<file path="src/rtl/alu_exec_unit.sv">
// Execute-stage ALU: single-cycle AND/OR/ADD/SUB/SLL with registered outputs, plus an
// iterative shift-add multiplier that occupies the unit for XLEN cycles.
module alu_exec_unit #(
    parameter int XLEN = 32
) (
    input  logic            clk,
    input  logic            reset,
    input  logic            in_valid,
    output logic            in_ready,
    input  logic [3:0]      alucontrol,
    input  logic [XLEN-1:0] op_a,
    input  logic [XLEN-1:0] op_b,
    output logic            out_valid,
    input  logic            out_ready,
    output logic [XLEN-1:0] result,
    output logic            zero,
    output logic            illegal
);
    localparam int SHW = $clog2(XLEN);

    localparam logic [3:0] OP_AND = 4'b0000;
    localparam logic [3:0] OP_OR  = 4'b0001;
    localparam logic [3:0] OP_ADD = 4'b0010;
    localparam logic [3:0] OP_SUB = 4'b0110;
    localparam logic [3:0] OP_SLL = 4'b1110;
    localparam logic [3:0] OP_MUL = 4'b0100;

    typedef enum logic [1:0] {
        S_IDLE = 2'd0,
        S_MUL  = 2'd1,
        S_HOLD = 2'd2
    } state_t;

    state_t          state_reg, state_next;
    logic [XLEN-1:0] mcand_reg, mplier_reg, acc_reg;
    logic [SHW-1:0]  count_reg;
    logic [XLEN-1:0] addend, acc_sum;
    logic [XLEN-1:0] result_reg, single_result;
    logic            out_valid_reg, zero_reg, illegal_reg, single_illegal;
    logic            fire_in, fire_out, is_mul, mul_done;

    assign fire_in  = in_valid && in_ready;
    assign fire_out = out_valid_reg && out_ready;
    assign is_mul   = (alucontrol == OP_MUL);
    assign mul_done = (state_reg == S_MUL) && (count_reg == SHW'(XLEN - 1));

    // Partial product for this iteration: multiplicand gated by the current multiplier LSB.
    genvar gi;
    generate
        for (gi = 0; gi < XLEN; gi++) begin : g_addend
            assign addend[gi] = mcand_reg[gi] & mplier_reg[0];
        end
    endgenerate

    assign acc_sum = acc_reg + addend;

    always_ff @(posedge clk or posedge reset) begin
        if (reset) begin
            state_reg <= S_IDLE;
        end else begin
            state_reg <= state_next;
        end
    end

    always_comb begin
        state_next = state_reg;
        case (state_reg)
            S_IDLE:  if (fire_in && is_mul) state_next = S_MUL;
            S_MUL:   if (mul_done) state_next = S_IDLE;
            default: state_next = S_IDLE;
        endcase
    end

    always_comb begin
        in_ready = (state_reg == S_IDLE) && (!out_valid_reg || out_ready);
    end

    always_comb begin
        single_result  = '0;
        single_illegal = 1'b0;
        case (alucontrol)
            OP_AND:  single_result = op_a & op_b;
            OP_OR:   single_result = op_a | op_b;
            OP_ADD:  single_result = op_a + op_b;
            OP_SUB:  single_result = op_a + ~op_b + 1'b1;
            OP_SLL:  single_result = op_a << op_b[SHW-1:0];
            default: single_illegal = 1'b1;
        endcase
    end

    always_ff @(posedge clk or posedge reset) begin
        if (reset) begin
            mcand_reg  <= '0;
            mplier_reg <= '0;
            acc_reg    <= '0;
            count_reg  <= '0;
        end else if (fire_in && is_mul) begin
            mcand_reg  <= op_a;
            mplier_reg <= op_b;
            acc_reg    <= '0;
            count_reg  <= '0;
        end else if (state_reg == S_MUL) begin
            acc_reg    <= acc_sum;
            mcand_reg  <= mcand_reg << 1;
            mplier_reg <= mplier_reg >> 1;
            count_reg  <= count_reg + SHW'(1);
        end
    end

    // A same-cycle accept of a single-cycle op keeps out_valid high for back-to-back issue.
    always_ff @(posedge clk or posedge reset) begin
        if (reset) begin
            out_valid_reg <= 1'b0;
            result_reg    <= '0;
            zero_reg      <= 1'b0;
            illegal_reg   <= 1'b0;
        end else if (fire_in && !is_mul) begin
            out_valid_reg <= 1'b1;
            result_reg    <= single_result;
            zero_reg      <= (single_result == '0);
            illegal_reg   <= single_illegal;
        end else if (mul_done) begin
            out_valid_reg <= 1'b1;
            result_reg    <= acc_sum;
            zero_reg      <= (acc_sum == '0);
            illegal_reg   <= 1'b0;
        end else if (fire_out) begin
            out_valid_reg <= 1'b0;
        end
    end

    assign out_valid = out_valid_reg;
    assign result    = result_reg;
    assign zero      = zero_reg;
    assign illegal   = illegal_reg;
endmodule

</file>
<file path="config.mk">
export PLATFORM = sky130hd
export DESIGN_NAME = alu_exec_unit
export DESIGN_NICKNAME = d
export VERILOG_FILES = /design/src/rtl/alu_exec_unit.sv
export SDC_FILE = /design/constraint.sdc
export NUM_CORES = 1
export LEC_CHECK = 0
export CAP_MARGIN = 20
export CELL_PAD_IN_SITES_DETAIL_PLACEMENT = 0
export CELL_PAD_IN_SITES_GLOBAL_PLACEMENT = 2
export CORE_ASPECT_RATIO = 1.75
export CORE_MARGIN = 10
export CORE_UTILIZATION = 36
export DETAILED_ROUTE_END_ITERATION = 8
export PLACE_DENSITY_LB_ADDON = 0.1
export RECOVER_POWER = 50
export SLEW_MARGIN = 40
export SYNTH_ARGS = -nofsm -noshare
export SYNTH_HDL_FRONTEND = slang
export SYNTH_SLANG_ARGS = --single-unit
</file>
<file path="constraint.sdc">
create_clock -name clk -period 6.5 [get_ports clk]
set_input_delay 1.3 -clock clk [delete_from_list [all_inputs] [get_ports clk]]
set_output_delay 1.3 -clock clk [all_outputs]
set_load 0.01 [all_outputs]
</file>
After elaboration in Yosys (flattened, before gate mapping)
Index checks and enable logic that the tools add are counted.

storage, ports and cells
  register bits = 138
  latch bits = 0
  RAM bits = 0
  ROM bits = 0
  bits of input ports = 72
  word-level logic and storage cells = 99
  memories kept = 0

operators by class
  $add $sub $neg = 5
  multipliers = 0
  divide/modulo/power cells = 0
  $lt $le $gt $ge = 0
  equality and inequality tests = 9
  shifts and indexed selects = 1
  multiplexer cells = 22
  bitwise gates (word level) = 35
  reduce and logical (&&, ||, !) cells = 18

operators with widths
  operator                 count
  $mux W32                 8
  $pmux W32 S5             1
  $add A32 B32 Y32         3
  $logic_not A32 Y1        2
  $add A32 B1 Y32 const B  1
  $and A1 B1 Y1            32
  $and A32 B32 Y32         1
  $not A32 Y32             1
  $or A32 B32 Y32          1
  $shl A32 B5 Y32          1
  $mux W5                  2
  $eq A4 B3 Y1 const B     2
  $mux W1                  8
  $logic_and A1 B1 Y1      6
  $add A5 B1 Y5 const B    1
  $eq A5 B5 Y1 const B     1
  $reduce_or A5 Y1         1
  $eq A4 B1 Y1 const B     1
  $eq A4 B2 Y1 const B     1
  $eq A4 B4 Y1 const B     1
  $logic_not A4 Y1         1
  $mux W2                  2
  $ne A2 B2 Y1 const B     2
  $pmux W2 S2              1
  7 further kinds          9

Longest topological paths before layout
Gate-level depths: netlist of the first run.

  word-level depth = 7
  depth in mapped cells = 16
  mapped depth without buffers = 15

Worst setup path after synthesis of the first run
OpenSTA, ideal clock, no wires.

  path kind = input-to-reg
  start point = in op_b[2]
  end point = reg zero_reg, in the netlist zero
  setup time = 0.076 ns
  arrival time = 5.086 ns
  required time = 6.424 ns
  path slack = 1.338 ns
  stages on the path = 16
  path through = clkbuf_1 inv_2 buf_1 clkbuf_1 ha_1 nor2b_1 o31a_1 o21ai_1 nor3_1 o41ai_1 mux2_2 nor4_2 o2111ai_1 nor4_1 nand4_1 o21ai_1

between the ends
  longest elaborated chain between the ends = 6

ends and longest elaborated chain
  what                  RTL line  RTL
  start, declared       12        input logic [XLEN-1:0] op_b,
  $not A32 Y32          85        OP_SUB: single_result = op_a + ~op_b + 1'b1;
  $add A32 B32 Y32      85
  $add A32 B1 Y32       85
  $pmux W32 S5 *        81        case (alucontrol)
  $logic_not A32 Y1 *   120       zero_reg <= (single_result == '0);
  $mux W1 *             117       end else if (fire_in && !is_mul) begin
  end signal, assigned  120
  end signal, assigned  125       zero_reg <= (acc_sum == '0);
  end, declared         39        logic out_valid_reg, zero_reg, illegal_reg, single_illegal;

Every way passes the cells marked *; elsewhere a longest branch is shown, timed or not.
A chain may end at the register's enable or synchronous reset.

Worst setup path in the final report of the first run
  start point = in op_a[0]
  end point = reg zero_reg, in the netlist zero

between the ends
  longest elaborated chain between the ends = 5

ends and longest elaborated chain
  what                 RTL line  RTL
  start, declared      11        input logic [XLEN-1:0] op_a,
  $add A32 B32 Y32     85
  $add A32 B1 Y32      85
  $pmux W32 S5 *       81
  $logic_not A32 Y1 *  120
  $mux W1 *            117

Marks and branches as above.

==> impl_metrics.csv, run 1 <==
group,metric,value,unit
status,status,"finished, violations left",
status,violations,"max-capacitance violations, max-slew violations",
min_path,worstHoldStart,"mplier_reg[25]",
yosys,syn-cell-area,14810,µm²
cts,numCtsBuffers,17,
placement,placed_cell_area,16500,µm²
route,routed_wl,67490,µm
floorplan,core_area,40830,µm²
cts,cts_root_buffer,"clkbuf_16",
global_routing,gr-total-overflow,0,
floorplan,dieArea,49960,µm²
yosys,synth.ff_latch_count,137,
global_routing,grt.met1_usage,29.64,%
setup_path,cp_common_cell,"o21ai_1",
sta,rsz0062_at_grt,"no",
setup_path,cp_data_required_time,6.87,ns
floorplan,fp.dieH,288.3,µm
route,first_pass_iters,8,
global_routing,antenna_found_initial,0,
setup_path,cp_max_fo,5,
placement,hpwl,53870,µm
floorplan,io_pins,108,
setup_path,start_kind,"primary input",
global_routing,grt_usage,26.39,%
sta,setup_viol,0,
cts,cts_tree,"yes",
global_routing,grt_pass1_wl,100300,µm
setup_path,crit_slowest_cell,"nor3_1",
cells_and_area,final_cell_area,17080,µm²
setup_path,rrSetupSlack,1.82,ns
cts,cts-resized-gates,0,
sta,slew_headroom,-131.7,%
cts,clock_sinks,137,
setup_path,worst_path_dominant_cell_family,"simple AND/OR/NAND/NOR gates",
yosys,synthArstFlopShare,100.0,%
min_path,min_to,"mplier_reg[25]",
yosys,synthSimpleGateAreaFrac,19.18,%
cts,cts_hold_buffers,0,
sta,max_freq,0.1839,GHz
pwr,p_leak,7.668,nW
global_routing,grtUsageMet3,2.759,%
cts,cts_setup_buffers,0,
setup_path,cp.arrival,5.81,ns
global_routing,grt_start_max_net_pins,78,
sta,min_period,5.439,ns
setup_path,cp-end-kind,"flip-flop",
setup_path,worstRegToRegCells,15,
yosys,synth_top_area_share,23.15,%
cells_and_area,finalNetCount,2159,
route,wl_per_cell,26.86,µm
route,num_vias,15160,
cells_and_area,final_common_cell,"nand2_1",
cells_and_area,drive_above_1_share,7.438,%
yosys,synth-main-ff-cell,"dfrtp_1",
pwr,p_per_area,291.2,nW/µm²
yosys,yosys-top-cells-area,"dfrtp_1, ha_1, nand2_1",
setup_path,cp_cell_sequence,"clkdlybuf4s50_1 > ha_1 > inv_1 > fa_1 > nor2b_1 > o31a_1 > o21ai_1 > nor3_1 > o41ai_1 > buf_4 > or4_1 > and3_1 > a221o_1 > a21oi_1 > nand3_1 > o21ai_1",
sta,whs,0.4829,ns
cells_and_area,diodes,0,
cells_and_area,syn2layout_area_growth,15.35,%
cells_and_area,final_cell_mix,"nand2_1, a21oi_1, o21ai_0",
floorplan,start_util,36.26,%
cells_and_area,n_fill_cell,4328,
yosys,synth_nets,2105,
yosys,synth_warnings,0,
setup_path,max_stage_delay,0.63,ns
yosys,synth_compound_area_share,28.32,%
route,vias_per_cell,6.033,
sta,tightest_slew,3.457,ns
yosys,synth_fa_ha_area_share,11.73,%
pwr,ir_drop,252.9,µV
placement,globalplace.congestion,0.9453,
cells_and_area,fin_util,41.83,%
global_routing,busiest_layer,"met2",
min_path,hold_path_depth,2,
route,drc,0,
yosys,synth_cells,1896,
route,initialDrtViolationCount,1338,
setup_path,critPathKind,"in -> reg",
min_path,hp-class,"reg -> reg",
yosys,seq_area_frac_synth,23.15,%
sta,drv_slew,103,
yosys,synth_xor_area_share,2.366,%
setup_path,critPathBufInv,3,
setup_path,rr_endpoint,"zero",
yosys,synth_top_family_by_area,"compound AO/OA/AOI/OAI gates",
yosys,yosysUniqueCellTypes,87,
placement,portBuffers,107,
sta,period_share,83.68,%
global_routing,grt_pass1_vias,15310,
yosys,synth.area.mux_share,9.135,%
pwr,total_power,4.974,mW
cts,clk_latency,0.46,ns
sta,clock_skew,0.01989,ns
yosys,synth_largest_area_cell,"dfrtp_1",
global_routing,globalRouteMet2Util,48.25,%
yosys,synth-edff-count,0,
floorplan,std_cell_rows,98,
yosys,synth.avg_cell_area,7.809,µm²
cts,clockBufferDepth,2,
cts,htree_levels,4,
sta,hold_viol,0,
floorplan,chipWidth,173.3,µm
cts,clk_pin_slew,0.07,ns
sta,fin_setup_tns,0,ns
run,maxCapViolations,2,
route,ant_nets,0,
setup_path,r2r-start,"mplier_reg[0]",
-- metrics by stage --
stage	std cells	setup slack (ns)
detailed placement	2481	0.6986
floorplan	1896	1.338
global placement	2480	0.7102
global route	2513	0.9084
CTS	2513	1.124
finish	2513	1.061
-- routing by layer --
metal | part of all wire [%] | routed length [µm] | up-vias
met1 | 39 | 26240 | 7482
met2 | 52 | 35260 | 475
met5 | 0 | 0 | -
met3 | 3.8 | 2549 | 131
li1 | - | - | 7072
met4 | 5.1 | 3441 | 0
-- area by class of cell --
class,instances,area [µm²],area share (%)
Inverter,112,421.7,2.469
Tap cell,550,688.2,4.029
Sequential cell,137,3433,20.10
Timing Repair Buffer,154,1420,8.315
Clock buffer,18,429.2,2.513
Clock inverter,14,162.7,0.9524
Multi-Input combinational cell,1528,10520,61.62
-- worst min-delay path, stage by stage, from the launching register on --
cell     delay [ns]
dfrtp_1        0.35
nand2_1        0.05
nand2_1        0.06
-- where the power goes --
group | leakage, nW | switching (mW) | internal [mW]
clock | 0.283 | 0.469 | 0.577
combinational | 5.61 | 1.48 | 0.945
sequential | 1.78 | 0.300 | 1.20
total | 7.67 | 2.25 | 2.72
-- Yosys cell counts (all sizes together) (7+ instances only) --
| master | instances |
|---|---|
| o221ai | 18 |
| nand4 | 19 |
| o22ai | 12 |
| ha | 134 |
| a221oi | 11 |
| nand2b | 10 |
| a2111oi | 7 |
| or3 | 9 |
| nand3 | 30 |
| buf | 26 |
| mux4 | 21 |
| a211oi | 29 |
| a31oi | 15 |
| nand2 | 281 |
| nor2b | 13 |
| nor4 | 22 |
| nor3 | 33 |
| a22oi | 54 |
| mux2i | 74 |
| o21bai | 14 |
| and3 | 14 |
| inv | 112 |
| and2 | 41 |
| a2bb2oi | 8 |
| clkbuf | 93 |
| o21ai | 147 |
| o21a | 11 |
| a221o | 21 |
| a21oi | 155 |
| o31ai | 16 |
| dfrtp | 137 |
| xnor2 | 23 |
| nor2 | 121 |
| xor2 | 17 |
| mux2 | 11 |
| o211ai | 13 |
| a21o | 25 |
| o211a | 8 |
-- worst max-delay path by stage --
| stage | start | to | depth (start not counted) |
|---|---|---|---|
| after floorplan | op_b[2] | zero | 16 |
| after global placement | op_a[0] | zero | 16 |
| after detailed placement | op_a[5] | zero | 15 |
| after CTS | op_a[5] | zero | 15 |
| after global routing | op_a[1] | zero | 15 |
| final | op_a[0] | zero | 16 |
-- logic make-up (layout without fill, tap and decap cells) --
logic type	after synthesis	in the layout
multiplexers	106	106
buffers and inverters	231	298
AO/OA/AOI/OAI	627	627
XOR/XNOR	40	40
flip-flops	137	137
AND/OR/NAND/NOR	618	618
adder cells (fa/ha/maj)	137	137
Power figures use the tool's default switching activity.
==> run 2: changes to the inputs <==
Clock period 6.5 ns to 5.5 ns, I/O delays scaled along.
==> run 2 against run 1 <==
  * The run still ends with max-capacitance violations, max-slew violations left
  * Critical endpoint is now result[28]
  * First-iteration DRC count decreased by 3.0%
  * Design area increased by 3.2%
  * Global-route usage decreased by 0.30 points
  * Clock-buffer cell count increased by 3
  * Final cell count increased by 2.7%
  * Sequential cell count unchanged
  * Largest power group unchanged
  * Register-to-register slack got worse by 0.58 ns
  * Combinational power increased by 23%
  * Worst hold slack got worse by 0.0073 ns
  * Sequential share of layout area decreased by 0.63 points
==> impl_metrics.csv, run 2 (synthesis results as in run 1) <==
group,metric,value,unit
status,status,"finished, violations left",
status,violations,"max-capacitance violations, max-slew violations",
sta,finalWorstSetupSlack,0.3688,ns
sta,hold_viol,0,
cells_and_area,syn2layout_area_growth,19.03,%
floorplan,dieArea,49960,µm²
cts,cts_hold_buffers,0,
pwr,p_per_area,331.0,nW/µm²
route,ant_nets,0,
cells_and_area,final_cell_mix,"nand2_1, a21oi_1, o21ai_0",
cts,clock_sinks,137,
placement,placed_cell_area,17060,µm²
cells_and_area,final_common_cell,"nand2_1",
floorplan,start_util,36.26,%
sta,max_freq,0.1949,GHz
sta,min_period,5.131,ns
floorplan,chipWidth,173.3,µm
cts,cts-resized-gates,0,
setup_path,start_kind,"primary input",
cells_and_area,drive_above_1_share,10.54,%
cells_and_area,final_cells,2582,
global_routing,grt_pass1_wl,100200,µm
route,initialDrtViolationCount,1298,
cts,clockBufferDepth,2,
cells_and_area,n_fill_cell,4251,
pwr,ir_drop,208.8,µV
sta,rsz0062_at_grt,"no",
setup_path,cp_data_required_time,5.78,ns
floorplan,io_pins,108,
route,drc,0,
setup_path,cp-end-kind,"flip-flop",
global_routing,gr-total-overflow,0,
cells_and_area,fin_util,43.16,%
placement,globalplace.congestion,0.9317,
cts,cts_root_buffer,"clkbuf_16",
cts,numCtsBuffers,17,
route,wl_per_cell,25.74,µm
sta,drv_slew,32,
cts,cts_tree,"yes",
global_routing,grt_pass1_vias,15790,
sta,setup_viol,0,
floorplan,fp.dieH,288.3,µm
floorplan,core_area,40830,µm²
cells_and_area,finalNetCount,2227,
setup_path,cp_max_fo,5,
placement,dp.cells,2549,
placement,hpwl,52990,µm
cts,clk_pin_slew,0.06,ns
sta,clock_skew,0.02127,ns
route,first_pass_iters,6,
pwr,total_power,5.834,mW
route,vias_per_cell,5.960,
cells_and_area,final_cell_area,17620,µm²
global_routing,antenna_found_initial,2,
run,maxCapViolations,1,
sta,whs,0.4755,ns
pwr,p_leak,7.998,nW
cts,htree_levels,4,
global_routing,grt_start_max_net_pins,88,
sta,slew_headroom,-19.61,%
global_routing,grt_usage,26.08,%
sta,period_share,93.29,%
cts,cts_setup_buffers,0,
setup_path,cp.arrival,5.41,ns
route,routed_wl,66450,µm
cts,clk_latency,0.45,ns
placement,portBuffers,107,
setup_path,critPathKind,"in -> reg",
floorplan,std_cell_rows,98,
min_path,hp-class,"reg -> reg",
sta,tightest_slew,1.794,ns
sta,fin_setup_tns,0,ns
route,num_vias,15390,
placement,pre_cts_ws,-0.03035,ns
run 2: power by group:
part	internal (mW)	switching (mW)	total, mW
Clock	0.619	0.529	1.15
Sequential	1.42	0.276	1.70
Combinational	1.18	1.81	2.99
Total	3.22	2.61	5.83
run 2: per-layer routing:
layer	GRT usage, %	vias up	wire, µm
met4	13.28	2	3446
li1	-	7202	-
met3	2.929	136	2606
met2	48.24	487	34410
met1	28.91	7563	25970
met5	0	-	13
run 2: layout make-up:
| cell class | instances | area, µm² | share of cell area, % |
|---|---|---|---|
| clock buffer | 21 | 470.5 | 2.669 |
| inverter | 112 | 427.9 | 2.428 |
| antenna | 1 | 2.502 | 0.01420 |
| clock inverter | 11 | 90.09 | 0.5111 |
| sequential | 137 | 3432 | 19.47 |
| timing repair buffer | 222 | 1986 | 11.27 |
| multi-input combinational | 1528 | 10530 | 59.73 |
| tap | 550 | 688.2 | 3.905 |
run 2: final timing paths:
| check | start | end | slack (ns) | cells after the start |
|---|---|---|---|---|
| worst max register to register | mplier_reg[0] | zero | 1.24 | 16 |
| worst min-delay path | mplier_reg[13] | mplier_reg[13] | 0.48 | 2 |
| max in group asynchronous | reset | mplier_reg[4] | 2.07 | 3 |
| worst max-delay path | op_a[0] | result[28] | 0.37 | 15 |
| worst min register to register | mplier_reg[13] | mplier_reg[13] | 0.48 | 2 |
| min in group asynchronous | reset | acc_reg[26] | 1.24 | 2 |
run 2: critical path, cell delays in order:
cell and delay [ns]:
clkdlybuf4s50_1 0.58, ha_1 0.23, inv_1 0.06, fa_1 0.39, nor2b_1 0.20, o31a_1 0.19, o21ai_1 0.19, nor3_1 0.53
o41ai_1 0.24, buf_4 0.19, or4_1 0.54, and3_1 0.19, a221o_1 0.30, a21oi_1 0.31, o221ai_1 0.15
